===== src/rtl/detector_sequencia_pkg.sv =====
// Shared types and constants for the serial pattern detector.
package detector_sequencia_pkg;

  typedef enum logic [1:0] {
    IDLE   = 2'd0,
    BUSCA  = 2'd1,
    ACHADO = 2'd2
  } estado_t;

  localparam logic MODO_PRIMEIRO = 1'b0;
  localparam logic MODO_CONTINUO = 1'b1;

endpackage


===== src/rtl/detector_sequencia_if.sv =====
// Control, serial data and status bundle of the pattern detector.
interface detector_sequencia_if #(
  parameter int PALAVRA_W = 8,
  parameter int CONT_W    = 8
);
  logic                 setar_palavra;
  logic [PALAVRA_W-1:0] palavra;
  logic [PALAVRA_W-1:0] mascara;
  logic                 modo;
  logic                 sobreposicao;
  logic                 start;
  logic                 stop;
  logic                 bit_valid;
  logic                 bit_in;
  logic                 encontrado;
  logic                 ocupado;
  logic [CONT_W-1:0]    contagem;

  modport master (
    output setar_palavra, palavra, mascara, modo, sobreposicao,
           start, stop, bit_valid, bit_in,
    input  encontrado, ocupado, contagem
  );

  modport slave (
    input  setar_palavra, palavra, mascara, modo, sobreposicao,
           start, stop, bit_valid, bit_in,
    output encontrado, ocupado, contagem
  );
endinterface


===== src/rtl/detector_sequencia_comparador.sv =====
// Masked equality: igual is high when every cared-for bit of dado equals palavra.
module comparador_mascarado #(
  parameter int PALAVRA_W = 8
) (
  input  logic [PALAVRA_W-1:0] dado_i,
  input  logic [PALAVRA_W-1:0] palavra_i,
  input  logic [PALAVRA_W-1:0] mascara_i,
  output logic                 igual_o
);
  logic [PALAVRA_W-1:0] diff;

  for (genvar gi = 0; gi < PALAVRA_W; gi++) begin : g_bit
    assign diff[gi] = (dado_i[gi] ^ palavra_i[gi]) & mascara_i[gi];
  end

  assign igual_o = ~|diff;
endmodule


===== src/rtl/detector_sequencia.sv =====
// Serial pattern detector: shift window, masked compare, FSM and saturating match counter.
module detector_sequencia
  import detector_sequencia_pkg::*;
#(
  parameter int PALAVRA_W = 8,
  parameter int CONT_W    = 8
) (
  input logic            clk,
  input logic            rst_n,
  detector_sequencia_if.slave bus
);
  localparam int FILL_W = $clog2(PALAVRA_W + 1);
  localparam logic [FILL_W-1:0] FILL_CHEIO = FILL_W'(PALAVRA_W);

  localparam logic [1:0] S_IDLE   = 2'(IDLE);
  localparam logic [1:0] S_BUSCA  = 2'(BUSCA);
  localparam logic [1:0] S_ACHADO = 2'(ACHADO);

  logic [1:0]           state_q, state_d;
  logic [PALAVRA_W-1:0] shift_q, shift_d;
  logic [FILL_W-1:0]    fill_q, fill_d;
  logic [PALAVRA_W-1:0] pal_q, pal_d;
  logic [PALAVRA_W-1:0] masc_q, masc_d;
  logic                 modo_q, modo_d;
  logic                 sobre_q, sobre_d;
  logic                 enc_q, enc_d;
  logic [CONT_W-1:0]    cnt_q, cnt_d;

  logic [PALAVRA_W-1:0] shift_next;
  logic [FILL_W-1:0]    fill_next;
  logic                 igual;
  logic                 hit;

  assign shift_next = {shift_q[PALAVRA_W-2:0], bus.bit_in};
  assign fill_next  = (fill_q == FILL_CHEIO) ? fill_q : fill_q + 1'b1;

  comparador_mascarado #(.PALAVRA_W(PALAVRA_W)) u_cmp (
    .dado_i    (shift_next),
    .palavra_i (pal_q),
    .mascara_i (masc_q),
    .igual_o   (igual)
  );

  // A full window is required, so a cleared all-zero register never matches by itself.
  assign hit = (fill_next == FILL_CHEIO) && igual;

  always_comb begin
    state_d = state_q;
    shift_d = shift_q;
    fill_d  = fill_q;
    pal_d   = pal_q;
    masc_d  = masc_q;
    modo_d  = modo_q;
    sobre_d = sobre_q;
    enc_d   = enc_q;
    cnt_d   = cnt_q;

    if (bus.stop) begin
      state_d = S_IDLE;
      enc_d   = 1'b0;
    end else if (bus.start) begin
      state_d = S_BUSCA;
      shift_d = '0;
      fill_d  = '0;
      enc_d   = 1'b0;
      cnt_d   = '0;
      modo_d  = bus.modo;
      sobre_d = bus.sobreposicao;
    end else if (state_q == S_BUSCA) begin
      if (modo_q == MODO_CONTINUO) enc_d = 1'b0;
      if (bus.bit_valid) begin
        shift_d = shift_next;
        fill_d  = fill_next;
        if (hit) begin
          if (cnt_q != '1) cnt_d = cnt_q + 1'b1;
          enc_d = 1'b1;
          if (modo_q == MODO_PRIMEIRO) begin
            state_d = S_ACHADO;
          end else if (!sobre_q) begin
            shift_d = '0;
            fill_d  = '0;
          end
        end
      end
    end

    // The old word still judges this edge; the new one takes effect afterwards.
    if (bus.setar_palavra) begin
      pal_d  = bus.palavra;
      masc_d = bus.mascara;
      if (state_q == S_BUSCA) begin
        shift_d = '0;
        fill_d  = '0;
      end
    end
  end

  always_ff @(posedge clk) begin
    if (!rst_n) begin
      state_q <= S_IDLE;
      shift_q <= '0;
      fill_q  <= '0;
      pal_q   <= '0;
      masc_q  <= '1;
      modo_q  <= 1'b0;
      sobre_q <= 1'b0;
      enc_q   <= 1'b0;
      cnt_q   <= '0;
    end else begin
      state_q <= state_d;
      shift_q <= shift_d;
      fill_q  <= fill_d;
      pal_q   <= pal_d;
      masc_q  <= masc_d;
      modo_q  <= modo_d;
      sobre_q <= sobre_d;
      enc_q   <= enc_d;
      cnt_q   <= cnt_d;
    end
  end

  assign bus.encontrado = enc_q;
  assign bus.ocupado    = (state_q == S_BUSCA);
  assign bus.contagem   = cnt_q;
endmodule


===== src/flat_wrapper.sv =====
// flat-port wrapper written by rule: the top's interface ports become plain ports
module detector_sequencia_flat import detector_sequencia_pkg::*;
#(
  parameter int PALAVRA_W = 8,
  parameter int CONT_W    = 8
)
  (clk, rst_n, bus_setar_palavra, bus_palavra, bus_mascara, bus_modo, bus_sobreposicao, bus_start, bus_stop, bus_bit_valid, bus_bit_in, bus_encontrado, bus_ocupado, bus_contagem);
  detector_sequencia_if #(.PALAVRA_W(PALAVRA_W), .CONT_W(CONT_W)) bus_i ();
  input logic clk;
  input logic rst_n;
  input wire logic [$bits(bus_i.setar_palavra)-1:0] bus_setar_palavra;
  input wire logic [$bits(bus_i.palavra)-1:0] bus_palavra;
  input wire logic [$bits(bus_i.mascara)-1:0] bus_mascara;
  input wire logic [$bits(bus_i.modo)-1:0] bus_modo;
  input wire logic [$bits(bus_i.sobreposicao)-1:0] bus_sobreposicao;
  input wire logic [$bits(bus_i.start)-1:0] bus_start;
  input wire logic [$bits(bus_i.stop)-1:0] bus_stop;
  input wire logic [$bits(bus_i.bit_valid)-1:0] bus_bit_valid;
  input wire logic [$bits(bus_i.bit_in)-1:0] bus_bit_in;
  output wire logic [$bits(bus_i.encontrado)-1:0] bus_encontrado;
  output wire logic [$bits(bus_i.ocupado)-1:0] bus_ocupado;
  output wire logic [$bits(bus_i.contagem)-1:0] bus_contagem;
  assign bus_i.setar_palavra = bus_setar_palavra;
  assign bus_i.palavra = bus_palavra;
  assign bus_i.mascara = bus_mascara;
  assign bus_i.modo = bus_modo;
  assign bus_i.sobreposicao = bus_sobreposicao;
  assign bus_i.start = bus_start;
  assign bus_i.stop = bus_stop;
  assign bus_i.bit_valid = bus_bit_valid;
  assign bus_i.bit_in = bus_bit_in;
  assign bus_encontrado = bus_i.encontrado;
  assign bus_ocupado = bus_i.ocupado;
  assign bus_contagem = bus_i.contagem;
  detector_sequencia #(.PALAVRA_W(PALAVRA_W), .CONT_W(CONT_W)) u_core (.clk(clk), .rst_n(rst_n), .bus(bus_i));
endmodule

===== config.mk =====
export PLATFORM = sky130hd
export DESIGN_NAME = detector_sequencia_flat
export DESIGN_NICKNAME = d
export VERILOG_FILES = /design/src/rtl/detector_sequencia_pkg.sv /design/src/rtl/detector_sequencia_if.sv /design/src/rtl/detector_sequencia_comparador.sv /design/src/rtl/detector_sequencia.sv /design/src/flat_wrapper.sv
export SDC_FILE = /design/constraint.sdc
export NUM_CORES = 1
export LEC_CHECK = 0
export ABC_AREA = 1
export CORE_UTILIZATION = 30
export DETAILED_ROUTE_END_ITERATION = 8
export PLACE_DENSITY = 0.52
export SLEW_MARGIN = 20
export SYNTH_ARGS = -nofsm -noshare
export SYNTH_HDL_FRONTEND = slang
export SYNTH_SLANG_ARGS = --single-unit
export TNS_END_PERCENT = 5

===== constraint.sdc =====
create_clock -name clk -period 3.9 [get_ports clk]
set_input_delay 0.39 -clock clk [delete_from_list [all_inputs] [get_ports clk]]
set_output_delay 0.39 -clock clk [all_outputs]
set_load 0.01 [all_outputs]

==> impl_metrics.csv, run 1 <==
group,metric,value,unit
outcome,status,"finished clean",
placed_design,gp_congestion,0.746,
pwr,power.density,316,nW/um^2
clock_tree,clock_latency,0.29,ns
sta,finalHoldViolations,0,
layout,num_antenna_cells,0,
route,vias,1943,
worst_setup_path,cp-end-kind,"flip-flop",
route,first_iter_violations,136,
worst_setup_path,crit_family,"simple AND/OR/NAND/NOR gates",
layout,drive_gt1_share,5.51,%
die,die_area,7120,um^2
sta,setup_viol,0,
logic_synthesis,yosysTopAreaCell,"dfxtp_1",
logic_synthesis,synth_ff_type,"dfxtp_1",
pwr,power.leakage,1.02,nW
route,routed_wire_length_per_instance,10.9,um
sta,hold_ws,0.459,ns
clock_tree,path_clk_slew,0.07,ns
pwr,peakVddDrop,150,uV
sta,worst_slack,1.85,ns
logic_synthesis,yosysSeqAreaShare,39.3,%
sta,fin_crit,2.05,ns
min_path,hold_class,"flip-flop to flip-flop",
die,rows,29,
sta,fin_skew,0.00567,ns
sta,slew_violations,0,
layout,instances_no_fill,422,
worst_setup_path,crit_arrival,2.27,ns
logic_synthesis,synth.distinct_cells,29,
die,chipWidth,84.4,um
layout,nets,372,
placed_design,dp.cells,414,
placed_design,io_buffers,34,
logic_synthesis,syn_area,2040,um^2
worst_setup_path,critPathBufInv,1,
worst_setup_path,crit_type,"input pin to flip-flop",
die,coreArea,6460,um^2
grt,grt_max_degree,25,
grt,grt_antenna_before_repair,0,
logic_synthesis,yosys.area.top_type_share,39.3,%
route,vias_per_cell,4.60,
clock_tree,cts_root_buf,"clkbuf_8",
clock_tree,clk_path_buf_depth,2,
worst_setup_path,cpMaxStageDelayCell,"nor2_1",
placed_design,dp_hpwl,3290,um
worst_setup_path,cp_max_fo,16,
clock_tree,cts_setup_buffers,0,
die,start_util,31.5,%
die,die_h,84.4,um
clock_tree,cts_tree,"yes",
clock_tree,numCtsBuffers,5,
logic_synthesis,synth_nets,339,
logic_synthesis,syn_area_per_cell,6.55,um^2
grt,grt_overflow,0,
die,ios,35,
sta,tightest_slew,0.764,ns
logic_synthesis,synthCells,311,
clock_tree,ctsResizeCount,0,
clock_tree,cts.htree.levels,2,
route,drt_pre_antenna_iters,4,
logic_synthesis,synth.most_common_cell,"nand2_1",
flow_run,drv_cap,0,
worst_setup_path,max_stage_delay,0.73,ns
logic_synthesis,ys_ff_latch,40,
logic_synthesis,async_flop_share,0,%
route,drc,0,
placed_design,place_ws,1.51,ns
logic_synthesis,synthTopCellsByCount,"nand2_1, dfxtp_1, inv_1",
clock_tree,cts_hold_buf,0,
sta,rsz0062_at_grt,"false",
layout,finalInstanceArea,2530,um^2
clock_tree,clkSinkCount,40,
placed_design,dpl-instance-area,2440,um^2
sta,max_freq,488,MHz
grt,grt_use_total,14.0,%
sta,relSlewSlack,48.9,%
logic_synthesis,synth_area_leaders,"dfxtp_1, nand2_1, a21oi_1",
route,ant_nets,0,
route,wl,4600,um
logic_synthesis,yosys_warnings,0,
worst_setup_path,critPathLaunchType,"input pin",
logic_synthesis,synth_edf_count,0,
sta,post-route-period-util,52.6,%
sta,finalSetupTns,0,ns
grt,grt_pass1_vias,1762,
worst_setup_path,crit_required,4.12,ns
grt,grt_pass1_wl,8110,um
layout,area_delta_synth_final,24.4,%
worst_setup_path,crit_chain,"clkdlybuf4s50_1 -> nor2_1 -> a21boi_0 -> nand2_1 -> a21oi_1",
## worst register-to-register path, cell delays in order, from the launching register on
cell     delay, ns
dfxtp_1       0.44
inv_1         0.11
ha_1          0.29
inv_1         0.07
nand3_1       0.09
nor2_2        0.16
nand4_1       0.34
nand2_1       0.16
nand2_1       0.06
nand2_1       0.05
a21oi_1       0.07
## worst paths after layout
check | startpoint | to | slack, ns | cells past startpoint
worst max-delay path | bus_stop | u_core.fill_q[3] | 1.85 | 5
worst min-delay path | u_core.state_q[0] | u_core.state_q[0] | 0.46 | 2
worst max register to register | u_core.fill_q[0] | u_core.shift_q[2] | 1.91 | 10
worst min register to register | u_core.state_q[0] | u_core.state_q[0] | 0.46 | 2
## stage by stage
| stage | utilization (%) | power [mW] |
|---|---|---|
| after floorplan | - | 0.488 |
| after global placement | 37.9 | 0.529 |
| after detailed placement | 37.9 | 0.529 |
| after CTS | 39.2 | 0.819 |
| after global routing | 39.2 | 0.845 |
| final | 39.2 | 0.801 |
## placed cells by master (no fill, tap or decap), types with 2 or more instances in the layout
cell             instances
a21oi_1                 29
a22oi_1                  2
buf_4                    3
clkbuf_1                 2
clkbuf_8                 6
clkdlybuf4s50_1         34
clkinv_2                 2
dfxtp_1                 40
ha_1                     3
inv_1                   32
nand2_1                103
nand2_2                  2
nand3_1                 27
nand4_1                  5
nor2_1                  24
o21ai_0                 15
xor2_1                   4
## metal layers
layer,part of all wire (%),global-route usage (%)
met5,0,0
met4,0.65,4.16
met3,2.0,2.65
met2,44,22.2
met1,54,19.4
## layout make-up
cell class,instances,area (um^2)
inverter,35,134
fill,700,3920
multi-input combinational,225,1050
tap,77,96.3
sequential,40,801
clock buffer,8,90.1
timing repair buffer,37,363
## logic make-up after synthesis
family / after synthesis / synth area share [%]
compound gates: 48 / 12.3
fa+ha+maj: 3 / 1.84
simple gates: 169 / 35.3
buf+inv: 46 / 9.09
flops: 40 / 39.3
xor+xnor: 5 / 2.15
## report_power, final
group	total [mW]	switching [mW]	internal [mW]
clock network	0.283	0.139	0.144
registers	0.429	0.00737	0.422
logic	0.0892	0.0486	0.0406
## sequential cells by signal, summed over array words and instances (netlist names)
register	flops
u_core.bus.encontrado	1
u_core.modo_q	1
u_core.fill_q	4
u_core.bus.contagem	8
u_core.pal_q	8
u_core.masc_q	8
u_core.state_q	2
u_core.sobre_q	1
u_core.shift_q	7
Power figures use the tool's default switching activity.
==> run 2, diff against run 1 <==
==> constraint.sdc (replaced) <==
create_clock -name clk -period 2.02 [get_ports clk]
set_input_delay 0.202 -clock clk [delete_from_list [all_inputs] [get_ports clk]]
set_output_delay 0.202 -clock clk [all_outputs]
set_load 0.01 [all_outputs]
==> run 2 against run 1 <==
- flip-flop and latch count unchanged
- utilization is 1.4 points higher
- wire length is 4.3% higher
- combinational power up 100%
- largest power group unchanged
==> impl_metrics.csv, run 2 (synthesis gave the netlist of run 1 again) <==
group,metric,value,unit
outcome,status,"finished clean",
sta,tightest_slew,0.396,ns
worst_setup_path,cp_max_fo,6,
clock_tree,path_clk_slew,0.07,ns
layout,final_cell_mix,"nand2_1, dfxtp_1, clkdlybuf4s50_1",
grt,grt_overflow,0,
worst_setup_path,cp-end-kind,"flip-flop",
clock_tree,numCtsBuffers,5,
placed_design,io_buffers,34,
clock_tree,ctsResizeCount,0,
grt,grt_max_degree,22,
sta,worst_slack,0.250,ns
die,die_h,84.4,um
route,drt_pre_antenna_iters,4,
sta,fin_crit,1.77,ns
pwr,power.leakage,1.08,nW
die,chipWidth,84.4,um
layout,final_core_util,40.6,%
pwr,p_total,1.73,mW
min_path,hold_class,"flip-flop to flip-flop",
worst_setup_path,reg2reg_from,"u_core.fill_q[0]",
route,first_iter_violations,94,
layout,final_common_cell,"nand2_1",
placed_design,place_ws,0.114,ns
grt,grt_antenna_before_repair,0,
layout,area_delta_synth_final,28.8,%
pwr,peakVddDrop,340,uV
sta,post-route-period-util,87.6,%
layout,instances_no_fill,429,
clock_tree,cts_tree,"yes",
sta,slew_violations,0,
route,ant_nets,0,
die,ios,35,
worst_setup_path,crit_type,"flip-flop to flip-flop",
clock_tree,clkSinkCount,40,
sta,max_freq,565,MHz
route,vias_per_cell,4.63,
route,vias,1985,
route,wl,4800,um
clock_tree,cts.htree.levels,2,
clock_tree,clk_path_buf_depth,2,
die,die_area,7120,um^2
sta,rsz0062_at_grt,"false",
placed_design,dp.cells,420,
worst_setup_path,reg2regPathDepth,10,
flow_run,drv_cap,0,
grt,grt_pass1_vias,1865,
placed_design,dp_hpwl,3490,um
sta,fin_skew,0.00652,ns
layout,num_antenna_cells,0,
layout,drive_gt1_share,7.95,%
worst_setup_path,crit_arrival,1.95,ns
clock_tree,cts_root_buf,"clkbuf_8",
layout,finalInstanceArea,2620,um^2
grt,grt_pass1_wl,8440,um
sta,finalHoldViolations,0,
sta,relSlewSlack,73.5,%
die,coreArea,6460,um^2
worst_setup_path,crit_end,"u_core.state_q[0]",
route,routed_wire_length_per_instance,11.2,um
worst_setup_path,crit_required,2.20,ns
die,rows,29,
grt,grt_use_total,14.6,%
clock_tree,clock_latency,0.29,ns
worst_setup_path,r2r_end,"u_core.state_q[0]",
pwr,power.density,659,nW/um^2
layout,nets,379,
sta,setup_viol,0,
placed_design,gp_congestion,0.795,
placed_design,dpl-instance-area,2490,um^2
worst_setup_path,r2r_setup_slack,0.25,ns
worst_setup_path,startpoint,"u_core.fill_q[0]",
sta,hold_ws,0.464,ns
worst_setup_path,critPathLaunchType,"flip-flop",
sta,finalSetupTns,0,ns
route,drc,0,
die,start_util,31.5,%
[run 2: cell count changes in the layout (fill, tap and decap cells not counted), sizes merged]
cell / change
buf: +7
bufinv: +1
clkbuf: -1
[run 2: final cells by class]
| type | instances | area (um^2) |
|---|---|---|
| clock inverters | 1 | 30.0 |
| clock buffers | 7 | 96.3 |
| multi-input cells | 225 | 1050 |
| well taps | 77 | 96.3 |
| inverters | 35 | 134 |
| fillers | 693 | 3830 |
| repair buffers | 44 | 415 |
| flip-flops and latches | 40 | 801 |
[run 2: per-layer routing]
layer | wire length, um | GRT usage [%]
met4 | 55 | 5.39
met5 | 0 | 0
met2 | 2110 | 23.1
met1 | 2520 | 19.7
met3 | 123 | 3.15
[run 2: worst min path at each step]
stage	start	end	slack, ns	cells after the start
2_1_floorplan	bus_mascara[0]	u_core.masc_q[0]	0.33	2
3_3_place_gp	u_core.masc_q[2]	u_core.masc_q[2]	0.45	2
3_5_place_dp	u_core.masc_q[2]	u_core.masc_q[2]	0.45	2
4_1_cts	bus_mascara[0]	u_core.masc_q[0]	0.46	3
5_1_grt	u_core.state_q[1]	u_core.state_q[1]	0.48	2
6_report	u_core.state_q[1]	u_core.state_q[1]	0.46	2
[run 2: worst max-delay path, stage by stage (launching register included)]
cell	delay (ns)
dfxtp_1	0.42
inv_1	0.11
ha_1	0.29
inv_1	0.06
nand3_1	0.08
nor2_2	0.14
nand3_2	0.12
inv_1	0.17
nand3_1	0.11
nand2_1	0.08
a21oi_1	0.06
[run 2: report_power, final]
group,switching [mW],internal (mW)
sequential,0.0133,0.814
clock,0.282,0.436
combinational,0.0967,0.0855
total,0.392,1.34
[run 2: timing repair]
item / in CTS / in global routing
hold buffers: 0 / 0
setup endpoints to repair: 0 / 8
setup buffers: 0 / 1
endpoints found under the hold margin: 0 / 0
==> run 3, diff against run 2 <==
--- a/config.mk
+++ b/config.mk
@@ -9,8 +9,7 @@
 export CORE_UTILIZATION = 30
 export DETAILED_ROUTE_END_ITERATION = 8
 export PLACE_DENSITY = 0.52
-export SLEW_MARGIN = 20
 export SYNTH_ARGS = -nofsm -noshare
 export SYNTH_HDL_FRONTEND = slang
 export SYNTH_SLANG_ARGS = --single-unit
-export TNS_END_PERCENT = 5
+export TNS_END_PERCENT = 100
==> constraint.sdc (replaced) <==
create_clock -name clk -period 2.02 [get_ports clk]
set_input_delay 0.202 -clock clk [delete_from_list [all_inputs] [get_ports clk]]
set_output_delay 0.202 -clock clk [all_outputs]
set_load 0.005 [all_outputs]
==> results of run 3 <==
Same layout as run 2 (identical final DEF). Status: finished clean.
